### config.mk
export PLATFORM = sky130hd
export DESIGN_NAME = screen_op_sequencer_flat
export DESIGN_NICKNAME = d
export VERILOG_FILES = /design/src/rtl/screen_op_sequencer_if.sv /design/src/rtl/screen_op_sequencer.sv /design/src/flat_wrapper.sv
export SDC_FILE = /design/constraint.sdc
export NUM_CORES = 1
export LEC_CHECK = 0
export BUFFER_PORTS_ARGS = -buffer_cell sky130_fd_sc_hd__buf_2
export CAP_MARGIN = 20
export CORE_MARGIN = 1.5
export CORE_UTILIZATION = 45
export CTS_CLUSTER_SIZE = 10
export DETAILED_ROUTE_END_ITERATION = 6
export HOLD_SLACK_MARGIN = 0.03
export PLACE_DENSITY = 0.68
export SLEW_MARGIN = 20
export SYNTH_ARGS = -nofsm -noshare
export SYNTH_HDL_FRONTEND = slang
export SYNTH_SLANG_ARGS = --single-unit
export TNS_END_PERCENT = 5
### constraint.sdc
create_clock -name clk -period 5.1 [get_ports clk]
set_input_delay 0 -clock clk [delete_from_list [all_inputs] [get_ports clk]]
set_output_delay 0 -clock clk [all_outputs]
set_load 0.005 [all_outputs]
### src/rtl/screen_op_sequencer_if.sv
// Bus bundle between the command path, the screen op sequencer and the character RAM.
//   op_*     : bulk operation request/accept/completion
//   hw_*     : single character write request/accept
//   busy     : bulk operation in progress
//   mem_*    : single shared RAM access port (mem_slot paces consumption)
// Modports: slave = the sequencer, master = the surrounding command path / RAM.
interface screen_op_sequencer_if #(
    parameter int unsigned ADDR_W = 10
);
    logic              op_valid;
    logic              op_ready;
    logic [1:0]        op_code;
    logic [5:0]        op_x;
    logic [3:0]        op_y;
    logic              op_done;
    logic              busy;

    logic              hw_valid;
    logic              hw_ready;
    logic [ADDR_W-1:0] hw_addr;
    logic [7:0]        hw_data;

    logic              mem_slot;
    logic              mem_en;
    logic              mem_we;
    logic [ADDR_W-1:0] mem_addr;
    logic [7:0]        mem_wdata;
    logic [7:0]        mem_rdata;

    modport slave (
        input  op_valid, op_code, op_x, op_y,
        input  hw_valid, hw_addr, hw_data,
        input  mem_slot, mem_rdata,
        output op_ready, op_done, busy,
        output hw_ready,
        output mem_en, mem_we, mem_addr, mem_wdata
    );

    modport master (
        output op_valid, op_code, op_x, op_y,
        output hw_valid, hw_addr, hw_data,
        output mem_slot, mem_rdata,
        input  op_ready, op_done, busy,
        input  hw_ready,
        input  mem_en, mem_we, mem_addr, mem_wdata
    );
endinterface

### src/rtl/screen_op_sequencer.sv
// Screen op sequencer: runs bulk operations (clear screen, erase to end of line,
// erase to end of screen, scroll up one line) on the COLSxROWS character buffer and
// shares the buffer's single access port with single-character host writes.
//   clk, clr : clock, asynchronous active-high reset
//   bus      : screen_op_sequencer_if.slave (op request, host write, RAM port)
// mem_* are registered; an access is consumed on an edge with mem_en && mem_slot,
// and the next access (or mem_en=0) is loaded on that same edge.
module screen_op_sequencer #(
    parameter int unsigned COLS   = 64,
    parameter int unsigned ROWS   = 16,
    parameter int unsigned ADDR_W = 10,
    parameter logic [7:0]  BLANK  = 8'h20
) (
    input  logic                  clk,
    input  logic                  clr,
    screen_op_sequencer_if.slave  bus
);
    localparam int unsigned       CELLS     = COLS * ROWS;
    localparam logic [ADDR_W-1:0] LAST_ADDR = ADDR_W'(CELLS - 1);
    localparam logic [ADDR_W-1:0] LAST_ROW  = ADDR_W'((ROWS - 1) * COLS);
    localparam logic [ADDR_W-1:0] COLS_A    = ADDR_W'(COLS);
    localparam logic [ADDR_W-1:0] ROW_SPAN  = ADDR_W'(COLS - 1);

    typedef enum logic [2:0] {
        S_IDLE,
        S_FILL,
        S_RD,
        S_WR,
        S_DONE
    } state_t;

    state_t            state;
    logic [ADDR_W-1:0] end_addr;
    logic [ADDR_W-1:0] src_addr;

    logic              port_free;
    logic              op_free;
    logic              hw_take;
    logic              op_take;
    logic              op_bad;
    logic              consumed;
    logic [31:0]       op_x_ext;
    logic [31:0]       op_y_ext;
    logic [ADDR_W-1:0] row_base;
    logic [ADDR_W-1:0] start_addr;

    // The port can take a new access when idle and the current one (if any) is consumed now.
    assign port_free    = !clr && (state == S_IDLE) && (!bus.mem_en || bus.mem_slot);
    assign op_free      = port_free && !bus.hw_valid;
    assign bus.hw_ready = port_free;
    assign bus.op_ready = op_free;
    assign hw_take      = bus.hw_valid && port_free;
    assign op_take      = bus.op_valid && op_free;
    assign consumed     = bus.mem_en && bus.mem_slot;

    assign op_x_ext   = 32'(bus.op_x);
    assign op_y_ext   = 32'(bus.op_y);
    assign row_base   = ADDR_W'(op_y_ext * COLS);
    assign start_addr = row_base + ADDR_W'(bus.op_x);
    // Out-of-range start position on the erase ops completes without touching memory.
    assign op_bad     = ((bus.op_code == 2'd1) || (bus.op_code == 2'd2)) &&
                        ((op_x_ext >= COLS) || (op_y_ext >= ROWS));

    // Sequencer state, RAM port and status outputs.
    always_ff @(posedge clk or posedge clr) begin
        if (clr) begin
            state         <= S_IDLE;
            end_addr      <= '0;
            src_addr      <= '0;
            bus.op_done   <= 1'b0;
            bus.busy      <= 1'b0;
            bus.mem_en    <= 1'b0;
            bus.mem_we    <= 1'b0;
            bus.mem_addr  <= '0;
            bus.mem_wdata <= '0;
        end else begin
            bus.op_done <= 1'b0;
            case (state)
                S_IDLE: begin
                    if (consumed) begin
                        bus.mem_en <= 1'b0;
                    end
                    if (hw_take) begin
                        bus.mem_en    <= 1'b1;
                        bus.mem_we    <= 1'b1;
                        bus.mem_addr  <= bus.hw_addr;
                        bus.mem_wdata <= bus.hw_data;
                    end else if (op_take) begin
                        bus.busy <= 1'b1;
                        if (op_bad) begin
                            bus.op_done <= 1'b1;
                            state       <= S_DONE;
                        end else begin
                            case (bus.op_code)
                                2'd0: begin
                                    bus.mem_addr <= '0;
                                    end_addr     <= LAST_ADDR;
                                end
                                2'd1: begin
                                    bus.mem_addr <= start_addr;
                                    end_addr     <= row_base + ROW_SPAN;
                                end
                                2'd2: begin
                                    bus.mem_addr <= start_addr;
                                    end_addr     <= LAST_ADDR;
                                end
                                default: begin
                                    bus.mem_addr <= COLS_A;
                                    src_addr     <= COLS_A;
                                end
                            endcase
                            bus.mem_en    <= 1'b1;
                            bus.mem_we    <= (bus.op_code != 2'd3);
                            bus.mem_wdata <= BLANK;
                            state         <= (bus.op_code == 2'd3) ? S_RD : S_FILL;
                        end
                    end
                end

                S_FILL: begin
                    if (consumed) begin
                        if (bus.mem_addr == end_addr) begin
                            bus.mem_en  <= 1'b0;
                            bus.op_done <= 1'b1;
                            state       <= S_DONE;
                        end else begin
                            bus.mem_addr <= bus.mem_addr + ADDR_W'(1);
                        end
                    end
                end

                // Read consumed: read data appears next cycle, so leave one empty cycle.
                S_RD: begin
                    if (consumed) begin
                        bus.mem_en <= 1'b0;
                        state      <= S_WR;
                    end
                end

                S_WR: begin
                    if (!bus.mem_en) begin
                        bus.mem_en    <= 1'b1;
                        bus.mem_we    <= 1'b1;
                        bus.mem_addr  <= src_addr - COLS_A;
                        bus.mem_wdata <= bus.mem_rdata;
                    end else if (bus.mem_slot) begin
                        if (src_addr == LAST_ADDR) begin
                            // Copy finished: blank the bottom row without a gap.
                            bus.mem_addr  <= LAST_ROW;
                            bus.mem_wdata <= BLANK;
                            end_addr      <= LAST_ADDR;
                            state         <= S_FILL;
                        end else begin
                            src_addr     <= src_addr + ADDR_W'(1);
                            bus.mem_addr <= src_addr + ADDR_W'(1);
                            bus.mem_we   <= 1'b0;
                            state        <= S_RD;
                        end
                    end
                end

                // op_done cycle: still busy, nothing accepted until the next cycle.
                S_DONE: begin
                    bus.busy <= 1'b0;
                    state    <= S_IDLE;
                end

                default: begin
                    state <= S_IDLE;
                end
            endcase
        end
    end
endmodule

### src/flat_wrapper.sv
// flat-port wrapper written by rule: the top's interface ports become plain ports
module screen_op_sequencer_flat 
#(
    parameter int unsigned COLS   = 64,
    parameter int unsigned ROWS   = 16,
    parameter int unsigned ADDR_W = 10,
    parameter logic [7:0]  BLANK  = 8'h20
)
  (clk, clr, bus_op_valid, bus_op_code, bus_op_x, bus_op_y, bus_hw_valid, bus_hw_addr, bus_hw_data, bus_mem_slot, bus_mem_rdata, bus_op_ready, bus_op_done, bus_busy, bus_hw_ready, bus_mem_en, bus_mem_we, bus_mem_addr, bus_mem_wdata);
  screen_op_sequencer_if #(.ADDR_W(ADDR_W)) bus_i ();
  input  logic clk;
  input  logic clr;
  input wire logic [$bits(bus_i.op_valid)-1:0] bus_op_valid;
  input wire logic [$bits(bus_i.op_code)-1:0] bus_op_code;
  input wire logic [$bits(bus_i.op_x)-1:0] bus_op_x;
  input wire logic [$bits(bus_i.op_y)-1:0] bus_op_y;
  input wire logic [$bits(bus_i.hw_valid)-1:0] bus_hw_valid;
  input wire logic [$bits(bus_i.hw_addr)-1:0] bus_hw_addr;
  input wire logic [$bits(bus_i.hw_data)-1:0] bus_hw_data;
  input wire logic [$bits(bus_i.mem_slot)-1:0] bus_mem_slot;
  input wire logic [$bits(bus_i.mem_rdata)-1:0] bus_mem_rdata;
  output wire logic [$bits(bus_i.op_ready)-1:0] bus_op_ready;
  output wire logic [$bits(bus_i.op_done)-1:0] bus_op_done;
  output wire logic [$bits(bus_i.busy)-1:0] bus_busy;
  output wire logic [$bits(bus_i.hw_ready)-1:0] bus_hw_ready;
  output wire logic [$bits(bus_i.mem_en)-1:0] bus_mem_en;
  output wire logic [$bits(bus_i.mem_we)-1:0] bus_mem_we;
  output wire logic [$bits(bus_i.mem_addr)-1:0] bus_mem_addr;
  output wire logic [$bits(bus_i.mem_wdata)-1:0] bus_mem_wdata;
  assign bus_i.op_valid = bus_op_valid;
  assign bus_i.op_code = bus_op_code;
  assign bus_i.op_x = bus_op_x;
  assign bus_i.op_y = bus_op_y;
  assign bus_i.hw_valid = bus_hw_valid;
  assign bus_i.hw_addr = bus_hw_addr;
  assign bus_i.hw_data = bus_hw_data;
  assign bus_i.mem_slot = bus_mem_slot;
  assign bus_i.mem_rdata = bus_mem_rdata;
  assign bus_op_ready = bus_i.op_ready;
  assign bus_op_done = bus_i.op_done;
  assign bus_busy = bus_i.busy;
  assign bus_hw_ready = bus_i.hw_ready;
  assign bus_mem_en = bus_i.mem_en;
  assign bus_mem_we = bus_i.mem_we;
  assign bus_mem_addr = bus_i.mem_addr;
  assign bus_mem_wdata = bus_i.mem_wdata;
  screen_op_sequencer #(.COLS(COLS), .ROWS(ROWS), .ADDR_W(ADDR_W), .BLANK(BLANK)) u_core (.clk(clk), .clr(clr), .bus(bus_i));
endmodule
## Word-level counts from Yosys, hierarchy flattened

Cells that the tools add are included.
W data, S select, Z words.

- Register bits after elaboration: 45
- Input port bits: 43
- Output and inout bits: 24
- Logic and storage cells: 141

- Add/subtract/negate cells: 5
- Magnitude comparators: 2
- Equality and inequality tests: 28
- Mux-type cells: 67
- Reductions and logical operators: 30

Operators with widths:

| cell | number |
|---|---|
| $mux W10 | 21 |
| $pmux W10 S2 | 4 |
| $mux W8 | 6 |
| $pmux W10 S3 | 1 |
| $mux W3 | 8 |
| $add A10 B1 Y10 const B | 2 |
| $mux W1 | 19 |
| $pmux W8 S2 | 1 |
| $reduce_and A8 Y1 | 2 |
| $ne A2 B2 Y1 const B | 7 |
| $ne A2 B1 Y1 const B | 6 |
| $ne A3 B3 Y1 const B | 4 |
| $pmux W3 S4 | 1 |
| $add A10 B6 Y10 | 1 |
| $add A10 B6 Y10 const B | 1 |
| $eq A10 B10 Y1 | 1 |
| $eq A10 B10 Y1 const B | 1 |
| $reduce_and A5 Y1 | 2 |
| $sub A10 B7 Y10 const B | 1 |
| $ge A6 B7 Y1 const B | 1 |
| $logic_and A1 B1 Y1 | 7 |
| $reduce_and A7 Y1 | 1 |
| $eq A3 B2 Y1 const B | 2 |
| $pmux W1 S2 | 3 |
| 20 further kinds | 29 |

## Logic depth before layout (Yosys ltp)

- Word-level depth: 8
- Gate-level depth with buffers: 9
- Gate-level depth less buffers: 7

## Worst setup path before layout

No wires, ideal clock.

- Path kind: input-to-reg
- Start point: input port clr
- End point: register u_core.src_addr[0]
- Setup time: 0.125 ns
- Arrival time: 2.092 ns
- Setup slack: 2.883 ns
- Cell stages on the path: 6
- Cell sequence: inv_1 a41oi_1 a31oi_1 clkbuf_1 nand2_2 mux2_2

- Word-level cells in the longest chain between the ends: 7

RTL lines:

| element | line | RTL |
|---|---|---|
| start, declared | flat_wrapper.sv:12 | `input logic clr;` |
| $logic_not A1 Y1 (no source line) * | n/a |  |
| $logic_and A1 B1 Y1 * (2 in series) | screen_op_sequencer.sv:48 | `assign port_free = !clr && (state == S_IDLE) && (!bus.mem_en \|\| bus.mem_slot);` |
| $logic_and A1 B1 Y1 | screen_op_sequencer.sv:49 | `assign op_free = port_free && !bus.hw_valid;` |
| $logic_and A1 B1 Y1 | screen_op_sequencer.sv:53 | `assign op_take = bus.op_valid && op_free;` |
| $ne A2 B1 Y1 (no source line) | n/a |  |
| $reduce_and A8 Y1 (no source line) * | n/a |  |
| end signal, assigned | screen_op_sequencer.sv:154 | `src_addr <= src_addr + ADDR_W'(1);` |
| end, declared | screen_op_sequencer.sv:34 | `logic [ADDR_W-1:0] src_addr;` |

Every way passes the cells marked *; elsewhere a longest branch is shown, timed or not.
A chain may end at the register's enable or synchronous reset.

## Worst setup path after layout

- Start point: register u_core.state[1]
- End point: register u_core.src_addr[0]

- Word-level cells in the longest chain between the ends: 7

RTL lines:

| element | line | RTL |
|---|---|---|
| start, declared | screen_op_sequencer.sv:32 | `state_t state;` |
| start signal, assigned | screen_op_sequencer.sv:115 | `state <= (bus.op_code == 2'd3) ? S_RD : S_FILL;` |
| $logic_not A3 Y1 | screen_op_sequencer.sv:48, screen_op_sequencer.sv:78 |  |
| $logic_and A1 B1 Y1 (2 in series) | screen_op_sequencer.sv:48 |  |
| $logic_and A1 B1 Y1 | screen_op_sequencer.sv:49 |  |
| $logic_and A1 B1 Y1 | screen_op_sequencer.sv:53 |  |
| $ne A2 B1 Y1 (no source line) | n/a |  |
| $reduce_and A8 Y1 (no source line) | n/a |  |

Several ways; a longest one is shown, not always the timed one.

==> flow_summary.json <==
{
  "critical_path_class": "register to register",
  "netlist_instances": 321,
  "r2r-end": "u_core.src_addr[0]",
  "startpoint": "u_core.state[1]",
  "drtAntennaViolNets": 0,
  "outcome": "finished, final reports clean",
  "post-route-period-util_pct": 57.3,
  "rsz0062_at_grt": "false",
  "clk_pin_slew_worst_paths_ns": 0.09,
  "async_flop_share_pct": 100,
  "wirelength_um": 8180,
  "port_buffers": 66,
  "dp_hpwl_um": 5770,
  "clock_sinks": 40,
  "fin_area_sq_um": 3610,
  "power_density_nw_per_um2": 470,
  "grt.busiest_layer": "met2",
  "areaGrowthSynthToFinish_pct": 23.2,
  "arrival_ns": 3.10,
  "yosysWarnings": 0,
  "slew_violations": 0,
  "row_count": 29,
  "core_sq_um": 6310,
  "syn_area_sq_um": 2930,
  "clock-skew-final_ns": 0.0110,
  "cts_inserted_buffers": 5,
  "clkLatencyLatePin_ns": 0.30,
  "syn_nets": 370,
  "placed_area_sq_um": 3250,
  "ir_drop_mv": 0.241,
  "fin_crit_ns": 2.92,
  "max_slew.worst_pin.slew_ns": 0.918,
  "avgSynthCellArea_sq_um": 9.13,
  "cpPeakStageDelay_ns": 0.76,
  "setup_viol_count_final": 0,
  "seq_area_frac_synth_pct": 34.2,
  "grtUsageMet2_pct": 40.6,
  "htreeDepth": 2,
  "p_leak_nw": 1.69,
  "dieArea_sq_um": 7000,
  "synth_edf_count": 0,
  "grt_pass1_vias": 2754,
  "power.total_w": 0.00170,
  "grt_use_met1_pct": 32.8,
  "ys_ff_latch": 40,
  "drv_cap": 0,
  "crit_end": "u_core.src_addr[0]",
  "synthDistinctLibCells": 68,
  "io_pins": 67,
  "tns_ns": 0,
  "grt_use_total_pct": 24.2,
  "slew_headroom_pct": 38.5,
  "grt_first_pass_wirelength_um": 13800,
  "fin_util_pct": 57.2,
  "fill_cells": 588,
  "num_vias": 2840,
  "fmax_ghz": 0.342,
  "crit_fanout": 23,
  "grt_max_degree": 42,
  "die_h_um": 83.7,
  "avgRoutedWirePerCell_um": 17.3,
  "placed_cells": 444,
  "crit_path_end_kind": "register",
  "crit_path_start_kind": "register",
  "drive_gt1_share_pct": 25.3,
  "fin_nets": 443,
  "required_ns": 5.28,
  "antenna_found_initial": 0,
  "synth-main-ff-cell": "dfrtp_1",
  "reg2reg_setup_slack_ns": 2.18,
  "diodes": 0,
  "initial_utilization_pct": 46.4,
  "hp-class": "input port to register",
  "critPathSlowestCell": "and3b_1",
  "crit_chain": "and3b_1 > a41oi_1 > a31oi_1 > nand2_2 > mux2_2",
  "clock_path_buffers": 2,
  "drtIter0Drc": 130,
  "hold_viol": 0,
  "stdcell_count": 472,
  "cts_tree": "built",
  "via_per_inst": 6.02,
  "root_buffer": "clkbuf_8",
  "rr_startpoint": "u_core.state[1]",
  "drcViolationCount": 0,
  "die_w_um": 83.7,
  "gp_congestion": 0.873,
  "r2r_cells": 5,
  "first_pass_iters": 5,
  "grt-ovfl-total": 0,
  "grtUsageMet3_pct": 4.06
}
-- layout by cell type (no fill, tap or decap), types with 9 or more instances in the layout --
master,n
and3_1,10
mux2i_1,10
nor3_1,10
buf_2,66
nand2_1,17
inv_1,15
dfrtp_1,40
dlygate4sd3_1,20
nor2_1,14
nand3_1,16
a22o_1,10
o21ai_0,11
a21oi_1,9
-- power breakdown --
group	switching (W)	internal, W	total (W)
combinational	0.000419	0.000346	0.000765
clock	0.000120	0.000245	0.000364
sequential	0.000143	0.000425	0.000569
total	0.000682	0.00102	0.00170
-- worst min-delay path by stage --
stage	start	endpoint	slack, ns	depth (start not counted)
2_1_floorplan	clr	bus_hw_ready	0.03	1
3_3_place_gp	clr	u_core.bus.busy	0.28	3
3_5_place_dp	clr	u_core.bus.mem_en	0.28	3
4_1_cts	bus_op_y[1]	u_core.end_addr[7]	0.03	3
5_1_grt	bus_op_y[2]	u_core.end_addr[8]	0.04	3
6_report	bus_op_y[2]	u_core.end_addr[8]	0.03	3
-- flip-flops by register name, summed over array words and instances (netlist names) --
signal / cells
u_core.bus.busy: 1
u_core.bus.mem_addr: 10
u_core.bus.mem_en: 1
u_core.bus.mem_wdata: 8
u_core.bus.mem_we: 1
u_core.bus.op_done: 1
u_core.end_addr: 5
u_core.src_addr: 10
u_core.state: 3
-- kinds of logic after synthesis --
kind of cell             Yosys count  share of synthesized area (%)
AND/OR/NAND/NOR                  114                           22.8
adder cells (fa/ha/maj)            6                           2.56
flip-flops                        40                           34.2
multiplexers                      20                           7.26
XOR/XNOR                          10                           2.99
buffers and inverters             37                           6.06
AO/OA/AOI/OAI                     94                           24.1
-- critical path, delay by kind of cell, from the launching register on --
family	cells	cell delay (ns)
AND/OR/NAND/NOR	2	1.00
AO/OA/AOI/OAI	2	0.89
multiplexers	1	0.33
flip-flops	1	0.57
-- cells in the mapped netlist (7+ instances only) --
master    count  area, sq um
a21o_1        7         52.6
dfrtp_1      40         1000
nand3_1      16         80.1
mux2i_1      10          100
and3_1       10         62.6
inv_1        15         56.3
nor3_1       10         50.1
o21ai_0      11         55.1
nand2_1      17         63.8
nor2_1       14         52.6
a22o_1       10         87.6
a21oi_1       9         45.0
clkbuf_1      9         33.8
-- cell type report --
| cell class | count | area [sq um] | area share (%) |
|---|---|---|---|
| clock inverter | 3 | 90.1 | 2.50 |
| multi-input combinational | 244 | 1750 | 48.5 |
| tap | 77 | 96.3 | 2.67 |
| inverter | 15 | 56.3 | 1.56 |
| timing repair buffer | 88 | 546 | 15.1 |
| clock buffer | 5 | 68.8 | 1.91 |
| sequential | 40 | 1000 | 27.7 |
-- metrics by stage --
step	hold slack [ns]	setup slack, ns
floorplan	0.0260	2.88
global placement	0.279	2.37
detailed placement	0.279	2.24
CTS	0.0333	2.23
global route	0.0363	1.98
finish	0.0339	2.18
-- metal layers --
metal  vias up  routed length [um]
met5         -                   0
li1       1353                   -
met1      1346                3680
met2       129                3820
met4         0                 110
met3        12                 567
-- timing repair --
action / CTS / global route
resized for setup: 0 / 0
buffers inserted: 0 / 0
hold buffers: 20 / 0
hold endpoints to repair: 51 / 0
Power figures use the tool's default switching activity.
